--- src/rtl/sensor_agua_ultrassom_pkg.sv ---
// Shared constants for the coffee-machine water-level sensor.
//   - estado_t : FSM state encodings (also exported on db_estado)
//   - default timing constants for a 50 MHz system clock
//   - default water-sufficient threshold in centimetres
package sensor_agua_ultrassom_pkg;

  typedef enum logic [2:0] {
    OCIOSO       = 3'b000,
    GERA_TRIGGER = 3'b001,
    ESPERA_ECHO  = 3'b010,
    MEDE_ECHO    = 3'b011,
    CONCLUI      = 3'b100,
    FALHA_ST     = 3'b101
  } estado_t;

  localparam int unsigned CLOCK_HZ             = 50_000_000;
  localparam int unsigned TRIGGER_CYCLES_DEF   = 500;        // 10 us
  localparam int unsigned CYCLES_PER_CM_DEF    = 2941;       // 58.82 us per cm
  localparam int unsigned LIMIAR_CM_DEF        = 10;
  localparam int unsigned ECHO_TIMEOUT_DEF     = 1_500_000;  // 30 ms per echo phase
  localparam int unsigned DIST_WIDTH_DEF       = 9;

endpackage

--- src/rtl/sensor_agua_ultrassom_contador_cm.sv ---
// Centimetre counter for the echo-width measurement.
// A prescaler divides the enabled clocks by CYCLES_PER_CM; every prescaler
// wrap advances the centimetre count, which saturates at all-ones.
// Ports:
//   clock, reset : system clock, asynchronous active-high reset
//   clear        : synchronous clear of prescaler and count (wins over enable)
//   enable       : count this clock
//   cm           : centimetres accumulated so far
module sensor_agua_ultrassom_contador_cm
  import sensor_agua_ultrassom_pkg::*;
#(
  parameter int unsigned CYCLES_PER_CM = CYCLES_PER_CM_DEF,
  parameter int unsigned DIST_WIDTH    = DIST_WIDTH_DEF
) (
  input  logic                  clock,
  input  logic                  reset,
  input  logic                  clear,
  input  logic                  enable,
  output logic [DIST_WIDTH-1:0] cm
);

  // A one-clock-per-cm prescaler still needs a 1-bit register that stays 0.
  localparam int unsigned PRE_W = (CYCLES_PER_CM > 1) ? $clog2(CYCLES_PER_CM) : 1;
  localparam logic [PRE_W-1:0]      PRE_FIM = PRE_W'(CYCLES_PER_CM - 1);
  localparam logic [DIST_WIDTH-1:0] CM_MAX  = '1;

  logic [PRE_W-1:0] pre;

  always_ff @(posedge clock or posedge reset) begin
    if (reset) begin
      pre <= '0;
      cm  <= '0;
    end else if (clear) begin
      pre <= '0;
      cm  <= '0;
    end else if (enable) begin
      if (pre == PRE_FIM) begin
        pre <= '0;
        if (cm != CM_MAX) cm <= cm + DIST_WIDTH'(1);
      end else begin
        pre <= pre + PRE_W'(1);
      end
    end
  end

endmodule

--- src/rtl/sensor_agua_ultrassom.sv ---
// HC-SR04 water-level responder for the coffee-machine control unit.
// On medir it fires a trigger pulse, times the echo pulse, converts the width
// to centimetres and reports whether the water surface is close enough.
// Ports:
//   clock, reset : system clock, asynchronous active-high reset
//   zera         : synchronous abort/clear (priority over medir)
//   medir        : single-cycle start request, honoured only when idle
//   echo         : raw echo pin (asynchronous)
//   trigger      : trigger pin to the sensor
//   pronto       : result valid level
//   suficiente   : distancia <= LIMIAR_CM, valid with pronto
//   falha        : timeout level
//   distancia    : measured distance in cm
//   db_estado    : current FSM state encoding
module sensor_agua_ultrassom
  import sensor_agua_ultrassom_pkg::*;
#(
  parameter int unsigned TRIGGER_CYCLES = TRIGGER_CYCLES_DEF,
  parameter int unsigned CYCLES_PER_CM  = CYCLES_PER_CM_DEF,
  parameter int unsigned LIMIAR_CM      = LIMIAR_CM_DEF,
  parameter int unsigned ECHO_TIMEOUT   = ECHO_TIMEOUT_DEF,
  parameter int unsigned DIST_WIDTH     = DIST_WIDTH_DEF
) (
  input  logic                  clock,
  input  logic                  reset,
  input  logic                  zera,
  input  logic                  medir,
  input  logic                  echo,
  output logic                  trigger,
  output logic                  pronto,
  output logic                  suficiente,
  output logic                  falha,
  output logic [DIST_WIDTH-1:0] distancia,
  output logic [2:0]            db_estado
);

  // One counter serves both the trigger width and the echo timeouts; it
  // restarts on every state change.
  localparam int unsigned CNT_MAX = (TRIGGER_CYCLES > ECHO_TIMEOUT) ? TRIGGER_CYCLES : ECHO_TIMEOUT;
  localparam int unsigned CNT_W   = $clog2(CNT_MAX + 1);
  localparam logic [CNT_W-1:0]      TRIG_FIM    = CNT_W'(TRIGGER_CYCLES - 1);
  localparam logic [CNT_W-1:0]      TIMEOUT_FIM = CNT_W'(ECHO_TIMEOUT - 1);
  localparam logic [DIST_WIDTH-1:0] LIMIAR      = DIST_WIDTH'(LIMIAR_CM);

  function automatic logic dentro_limiar(input logic [DIST_WIDTH-1:0] dist_cm);
    return (dist_cm <= LIMIAR);
  endfunction

  estado_t                 estado, estado_prox;
  logic [CNT_W-1:0]        contador;
  logic                    echo_p0, echo_p1;
  logic                    echo_s;
  logic                    cm_clear, cm_enable;
  logic [DIST_WIDTH-1:0]   cm;

  // Stage p0/p1: two-flop synchronizer for the echo pin
  always_ff @(posedge clock or posedge reset) begin
    if (reset) begin
      echo_p0 <= 1'b0;
      echo_p1 <= 1'b0;
    end else begin
      echo_p0 <= echo;
      echo_p1 <= echo_p0;
    end
  end
  assign echo_s = echo_p1;

  // Every synchronized high cycle is counted, including the one that moves
  // espera_echo into mede_echo, so N high cycles give floor(N/CYCLES_PER_CM).
  assign cm_clear  = zera || (estado == OCIOSO) || (estado == GERA_TRIGGER);
  assign cm_enable = echo_s && ((estado == ESPERA_ECHO) || (estado == MEDE_ECHO));

  sensor_agua_ultrassom_contador_cm #(
    .CYCLES_PER_CM (CYCLES_PER_CM),
    .DIST_WIDTH    (DIST_WIDTH)
  ) u_contador_cm (
    .clock  (clock),
    .reset  (reset),
    .clear  (cm_clear),
    .enable (cm_enable),
    .cm     (cm)
  );

  always_ff @(posedge clock or posedge reset) begin
    if (reset) estado <= OCIOSO;
    else       estado <= estado_prox;
  end

  always_comb begin
    estado_prox = estado;
    if (zera) begin
      estado_prox = OCIOSO;
    end else begin
      case (estado)
        OCIOSO:       if (medir) estado_prox = GERA_TRIGGER;
        GERA_TRIGGER: if (contador == TRIG_FIM) estado_prox = ESPERA_ECHO;
        ESPERA_ECHO: begin
          if (echo_s)                        estado_prox = MEDE_ECHO;
          else if (contador == TIMEOUT_FIM)  estado_prox = FALHA_ST;
        end
        MEDE_ECHO: begin
          if (!echo_s)                       estado_prox = CONCLUI;
          else if (contador == TIMEOUT_FIM)  estado_prox = FALHA_ST;
        end
        CONCLUI:      estado_prox = OCIOSO;
        FALHA_ST:     estado_prox = OCIOSO;
        default:      estado_prox = OCIOSO;
      endcase
    end
  end

  // Trigger is decoded from the state register so an asynchronous reset
  // drops it immediately.
  always_comb begin
    trigger   = (estado == GERA_TRIGGER);
    db_estado = estado;
  end

  always_ff @(posedge clock or posedge reset) begin
    if (reset) begin
      contador <= '0;
    end else if (zera || (estado_prox != estado) || (estado == OCIOSO)) begin
      contador <= '0;
    end else begin
      contador <= contador + CNT_W'(1);
    end
  end

  // Result registers hold until the next accepted medir, zera or reset.
  always_ff @(posedge clock or posedge reset) begin
    if (reset) begin
      pronto     <= 1'b0;
      suficiente <= 1'b0;
      falha      <= 1'b0;
      distancia  <= '0;
    end else if (zera) begin
      pronto     <= 1'b0;
      suficiente <= 1'b0;
      falha      <= 1'b0;
      distancia  <= '0;
    end else begin
      case (estado)
        OCIOSO: begin
          if (medir) begin
            pronto     <= 1'b0;
            suficiente <= 1'b0;
            falha      <= 1'b0;
            distancia  <= '0;
          end
        end
        CONCLUI: begin
          distancia  <= cm;
          suficiente <= dentro_limiar(cm);
          pronto     <= 1'b1;
          falha      <= 1'b0;
        end
        FALHA_ST: begin
          falha      <= 1'b1;
          pronto     <= 1'b0;
          suficiente <= 1'b0;
        end
        default: ;
      endcase
    end
  end

endmodule

--- config.mk ---
export PLATFORM = sky130hd
export DESIGN_NAME = sensor_agua_ultrassom
export DESIGN_NICKNAME = d
export VERILOG_FILES = /design/src/rtl/sensor_agua_ultrassom_pkg.sv /design/src/rtl/sensor_agua_ultrassom_contador_cm.sv /design/src/rtl/sensor_agua_ultrassom.sv
export SDC_FILE = /design/constraint.sdc
export NUM_CORES = 1
export LEC_CHECK = 0
export BUFFER_PORTS_ARGS = -buffer_cell sky130_fd_sc_hd__buf_2
export CAP_MARGIN = 20
export CORE_MARGIN = 3
export CORE_UTILIZATION = 30
export CTS_BUF_LIST = sky130_fd_sc_hd__clkbuf_4 sky130_fd_sc_hd__clkbuf_8 sky130_fd_sc_hd__clkbuf_16
export CTS_CLUSTER_DIAMETER = 50
export DETAILED_ROUTE_END_ITERATION = 10
export HOLD_SLACK_MARGIN = 0.12
export PLACE_DENSITY = 0.52
export SLEW_MARGIN = 20
export SYNTH_ARGS = -nofsm -noshare
export SYNTH_HDL_FRONTEND = slang
export SYNTH_SLANG_ARGS = --single-unit
--- constraint.sdc ---
create_clock -name clock -period 3.89 [get_ports clock]
set_clock_uncertainty 0.1 [all_clocks]
set_input_delay 0.778 -clock clock [delete_from_list [all_inputs] [get_ports clock]]
set_output_delay 0.778 -clock clock [all_outputs]
set_load 0.02 [all_outputs]
After elaboration in Yosys (flattened, before gate mapping). Index checks and enable logic that the tools add are counted.

Add/sub/neg operators: 3. Magnitude comparators: 1. Equal/unequal tests: 11. Mux-type cells: 25. Reductions and logical operators: 15.

Operators with widths (count): 9-bit two-way mux (6); 12-bit two-way mux (3); 21-bit by 1-bit adder with 21-bit output, second input constant (1); 21-bit == test, second input constant (1); 21-bit by 9-bit == test with 1-bit output, second input constant (1); 21-bit two-way mux (1); 3-bit two-way mux (6); 9-bit case mux with 2 select lines (1); 12-bit by 1-bit adder with 12-bit output, second input constant (1); 12-bit == test, second input constant (1); 3-bit case mux with 4 select lines (1); 9-bit by 1-bit adder with 9-bit output, second input constant (1); 9-bit by 4-bit <= comparator with 1-bit output, second input constant (1); 9-bit != test, second input constant (1); 1-bit case mux with 3 select lines (3); 3-bit by 2-bit == test with 1-bit output, second input constant (2); 3-bit == test, second input constant (2); 2-bit nonzero test (3); 1-bit logical OR (5); 1-bit two-way mux (4); 2-bit AND reduction (2); 4-bit nonzero test (1); 3-bit by 1-bit == test with 1-bit output, second input constant (1); 3-bit logical NOT (1); other kinds (5) (5).

Register bits: 59. Input bits: 5. Output and inout port bits: 16. Word-level logic and storage cells: 65.

Longest topological paths before layout.
Word-level depth: 9. Gate-level depth with buffers: 9. Depth with buffers taken out: 8.

Modules after synthesis. Synthesis repeated with hierarchy kept, for this count alone.

Cell total of the unflattened synthesis: 305. Area, all modules: 3050.4 sq um.

Modules (own cells, without submodules): sensor_agua_ultrassom (instances 1, cells each 185, area an instance 1900.6 sq um, seq. area each 950.9 sq um); sensor_agua_ultrassom_contador_cm (instances 1, cells each 120, area an instance 1149.9 sq um, seq. area each 525.5 sq um).

Worst setup path before layout. No wires, ideal clock.

Path kind: input -> register. Start: input port zera. End: register u_contador_cm.cm[5]. Setup time: 0.078 ns. Arrival: 2.004 ns. Required time: 3.712 ns. Slack: 1.708 ns. Stages on the path: 6. Path buffers: 2. Path through: clkbuf_1 > o21bai_1 > clkbuf_1 > nand4_1 > or3_1 > a21oi_1.

Longest elaborated chain between the ends: 4. Elaborated cells between the ends (all ways): 7. Those cells by class: 1 x mux; 6 x reduce/logical.

RTL lines: start, declared (RTL line sensor_agua_ultrassom.sv:26) `input logic zera,`; 1-bit logical OR (*) (2 in a row) (RTL line sensor_agua_ultrassom.sv:70) `assign cm_clear = zera || (estado == OCIOSO) || (estado == GERA_TRIGGER);`; 2-bit nonzero test (no line); 3-bit AND reduction (no line); end signal, assigned (RTL line sensor_agua_ultrassom_contador_cm.sv:39) `if (cm != CM_MAX) cm <= cm + DIST_WIDTH'(1);`; end, declared (RTL line sensor_agua_ultrassom_contador_cm.sv:19) `output logic [DIST_WIDTH-1:0] cm`.

Mark *: on every way between the ends. The rest lies on a longest branch, timed or not. A chain may end at the register's enable or synchronous reset.

Worst setup path after layout.
Start: register contador[0]. End: register contador[1].

Longest elaborated chain between the ends: 9. Elaborated cells between the ends (all ways): 13. Those cells by class: 1 x add/sub; 3 x eq/ne; 7 x mux; 2 x reduce/logical.

RTL lines: start, declared (RTL line sensor_agua_ultrassom.sv:50) `logic [CNT_W-1:0] contador;`; start signal, assigned (RTL line sensor_agua_ultrassom.sv:125) `contador <= contador + CNT_W'(1);`; 21-bit == test (RTL line sensor_agua_ultrassom.sv:99, sensor_agua_ultrassom.sv:103); 3-bit two-way mux (RTL line sensor_agua_ultrassom.sv:99, sensor_agua_ultrassom.sv:103); 3-bit two-way mux, on equally long branches (RTL line sensor_agua_ultrassom.sv:102, sensor_agua_ultrassom.sv:98); 3-bit case mux with 4 select lines (RTL line sensor_agua_ultrassom.sv:94) `case (estado)`; 3-bit two-way mux (RTL line sensor_agua_ultrassom.sv:91) `if (zera) begin`; 3-bit != test (RTL line sensor_agua_ultrassom.sv:122) `end else if (zera || (estado_prox != estado) || (estado == OCIOSO)) begin`; 1-bit logical OR (2 in a row) (RTL line sensor_agua_ultrassom.sv:122); 21-bit two-way mux (*) (RTL line sensor_agua_ultrassom.sv:122).

Marks and branches as above.

==> flow_metrics.env <==
export IMPL_min_period_over_period_pct=68.3
export IMPL_netlist_instances=322
export IMPL_routed_wl_mm=6.81
export IMPL_worst_path_stages=6
export IMPL_final_min_clock_period_ns=2.66
export IMPL_drive_gt1_share_pct=20.3
export IMPL_clk_latency_ns=0.35
export IMPL_slowest_stage="a22oi_4"
export IMPL_synth_compound_area_share_pct=13.5
export IMPL_cts_made_buffers=9
export IMPL_hold_path_cell_count=0
export IMPL_antenna_found_initial=0
export IMPL_grt_max_degree=40
export IMPL_cp_max_fo=21
export IMPL_seq_power_share_pct=52.3
export IMPL_ir_drop_v=0.000152
export IMPL_async_flop_share_pct=100
export IMPL_core_area_um2=10400
export IMPL_drt_first_pass_iters=5
export IMPL_reg2regPathDepth=6
export IMPL_vias=2502
export IMPL_nets=351
export IMPL_first_global_vias=2424
export IMPL_ys_warn_count=0
export IMPL_ys_types=49
export IMPL_holdCritPathClass="reg -> reg"
export IMPL_cp_required_ns=3.98
export IMPL_path_clk_slew_ns=0.07
export IMPL_max_slew_worst_pin_slew_ns=0.850
export IMPL_status="finished, final reports clean"
export IMPL_synth_xor_xnor_area_share_pct=6.26
export IMPL_synth_simple_area_share_pct=28.1
export IMPL_clk_path_buf_depth=2
export IMPL_wl_per_cell_um=14.2
export IMPL_netlist_area_um2=3220
export IMPL_final_design_area_no_fill_um2=3610
export IMPL_yosysTopAreaCell="dfrtp_1"
export IMPL_grtUsageTotal_pct=12.6
export IMPL_syn_to_final_growth_pct=12.2
export IMPL_hold_violations=0
export IMPL_synthMuxAreaShare_pct=0
export IMPL_die_area_um2=12000
export IMPL_synth_flop_cell="dfrtp_1"
export IMPL_synth_seq_cells=59
export IMPL_intPower_mw=0.877
export IMPL_syn_nets=333
export IMPL_viasPerCell=5.20
export IMPL_drc=0
export IMPL_p_per_area_nw_per_um2=329
export IMPL_r2r_start="contador[0]$_DFF_PP0_"
export IMPL_cts_setup_buffers=0
export IMPL_gp_congestion=0.810
export IMPL_dpl_cell_area_um2=3430
export IMPL_start_kind="register"
export IMPL_drv_cap=0
export IMPL_setup_viol=0
export IMPL_fp_dieH_um=110
export IMPL_gr_total_overflow=0
export IMPL_clock_root_buffer="clkbuf_8"
export IMPL_cp_end_kind="register"
export IMPL_grt_setup_unrepaired="no"
export IMPL_clock_fmax_ghz=0.376
export IMPL_cts_tree="done"
export IMPL_ant_nets=0
export IMPL_hp_start="echo_p0$_DFF_PP0_"
export IMPL_synthAdderAreaFrac_pct=2.33
export IMPL_slew_headroom_pct=43.2
export IMPL_critPathKind="reg -> reg"
export IMPL_p_sw_share_pct=26.1
export IMPL_cp_num_buf_inv=0
export IMPL_p_clk_share_pct=42.2
export IMPL_synth_top_cell_area_share_pct=45.9
export IMPL_synth_top_family_by_area="simple AND/OR/NAND/NOR gates"
export IMPL_p_leak_nw=1.44
export IMPL_setup_tns_ns=0
export IMPL_path_cells="ha_1 > or4b_1 > nor4_4 > o221ai_2 > a22oi_4 > nor3b_1"
export IMPL_dp_hpwl_mm=4.78
export IMPL_avgSynthCellArea_um2=9.99
export IMPL_htreeDepth=3
export IMPL_io_pins=21
export IMPL_cpLargestDelayFamily="compound AO/OA/AOI/OAI gates"
export IMPL_drv_slew=0
export IMPL_antenna_cells=0
export IMPL_cts_resized=0
export IMPL_clkSinkCount=59
export IMPL_switchingPower_mw=0.309
export IMPL_comb_power_share_pct=5.5
export IMPL_die_x_um=110
export IMPL_hold_buffers=0
export IMPL_final_util_pct=34.8
export IMPL_initial_core_util_pct=31.0
export IMPL_cp_arrival_ns=2.75
export IMPL_grt_pass1_wl_mm=12.0
export IMPL_ys_seq_area_share_pct=45.9
export IMPL_synth_area_leaders="dfrtp_1, nor3_2, xor2_1"
export IMPL_drt_iter0_drc=164
export IMPL_synth_enable_flop_cells=0
export IMPL_startpoint="contador[0]$_DFF_PP0_"
export IMPL_slowest_delay_ns=0.74
export IMPL_rows=37
export IMPL_io_buffers=20
## cell type report
type	instances	area [um^2]
clock buffer	10	138
inverter	12	45.0
timing repair buffer	23	123
sequential	59	1480
tap	136	170
multi-input combinational	235	1620
fill	1068	6760
clock inverter	6	41.3
## worst reg2reg max path, delay by kind of cell (launching register included)
| kind | cells | cell delay, ns |
|---|---|---|
| AOI/OAI and AO/OA | 2 | 0.92 |
| adders and majority gates | 1 | 0.23 |
| DFF | 1 | 0.42 |
| and+or+nand+nor | 3 | 0.84 |
## cells in the final DEF, fill, tap and decap left out, types with 2 or more instances in the layout
master	Yosys	layout
o21ba_2	2	2
nor3b_1	2	2
nor4_1	9	9
nand3_1	15	15
o21ai_0	21	21
buf_2	3	20
nor3_2	20	20
nor2_1	14	14
a22o_1	9	9
dfrtp_1	59	59
or4_4	2	2
clkbuf_8	0	10
or3_1	4	4
a21oi_1	12	12
a31oi_1	3	3
nand4_1	11	11
nand2_1	26	26
and3_1	8	8
nor3_1	13	13
nand4b_1	4	4
inv_1	12	11
nor4_2	2	2
and4_1	2	2
nor2b_1	3	3
nand4bb_1	2	2
xnor2_1	6	6
clkinv_2	0	2
xor2_1	17	17
clkinvlp_4	0	3
o31ai_1	3	3
ha_1	6	6
buf_4	0	3
o21a_1	2	2
## synth_stat cells, drive strengths merged, types with 10 or more instances
master / count
dfrtp: 59
nor3: 33
nand2: 26
o21ai: 21
xor2: 17
nand3: 15
nor2: 14
a21oi: 12
inv: 12
nor4: 12
nand4: 11
clkbuf: 10
## power groups by stage
stage	logic, mW	registers [mW]	clock network, mW
after global placement	0.0673	0.632	0
after detailed placement	0.0677	0.633	0
after CTS	0.0679	0.621	0.516
final	0.0648	0.621	0.501
after global routing	0.0741	0.621	0.544
after floorplan	0.0561	0.631	0
## logic make-up (layout without fill, tap and decap cells)
group | count (synthesis) | in the layout
and+or+nand+nor | 143 | 143
AOI/OAI and AO/OA | 63 | 63
DFF | 59 | 59
buffers and inverters | 28 | 51
xor gates and xnor gates | 23 | 23
adders and majority gates | 6 | 6
## state kept, by name, summed over array words and instances (netlist names)
signal	count
suficiente	1
pronto	1
db_estado	3
echo_p0	1
contador	21
u_contador_cm.cm	9
distancia	9
echo_p1	1
falha	1
u_contador_cm.pre	12
## through the flow
stage,setup slack [ns],power [mW],hold WS (ns),instances
6_report,1.23,1.19,0.250,481
5_1_grt,1.04,1.24,0.254,481
4_1_cts,1.20,1.20,0.250,481
3_5_place_dp,1.13,0.700,0.236,465
3_3_place_gp,1.17,0.700,0.236,465
2_1_floorplan,1.56,0.687,0.231,322
## final timing paths
path | slack, ns | end
setup / recovery | 1.23 | contador[1]$_DFF_PP0_
max in group asynchronous | 2.37 | contador[16]$_DFF_PP0_
min in group asynchronous | 0.51 | u_contador_cm.pre[2]$_DFFE_PP0P_
setup reg to reg | 1.23 | contador[1]$_DFF_PP0_
hold reg to reg | 0.25 | echo_p1$_DFF_PP0_
hold / removal | 0.25 | echo_p1$_DFF_PP0_
## layer usage
layer  vias up  wire, um  global-route usage [%]
met5         -         0                       0
met4         0       115                    5.88
met3         8       194                    1.88
met2        39      3140                    19.2
met1      1235      3360                    17.5
li1       1220         -                       -
No activity file was read; power rests on OpenSTA's default activity.
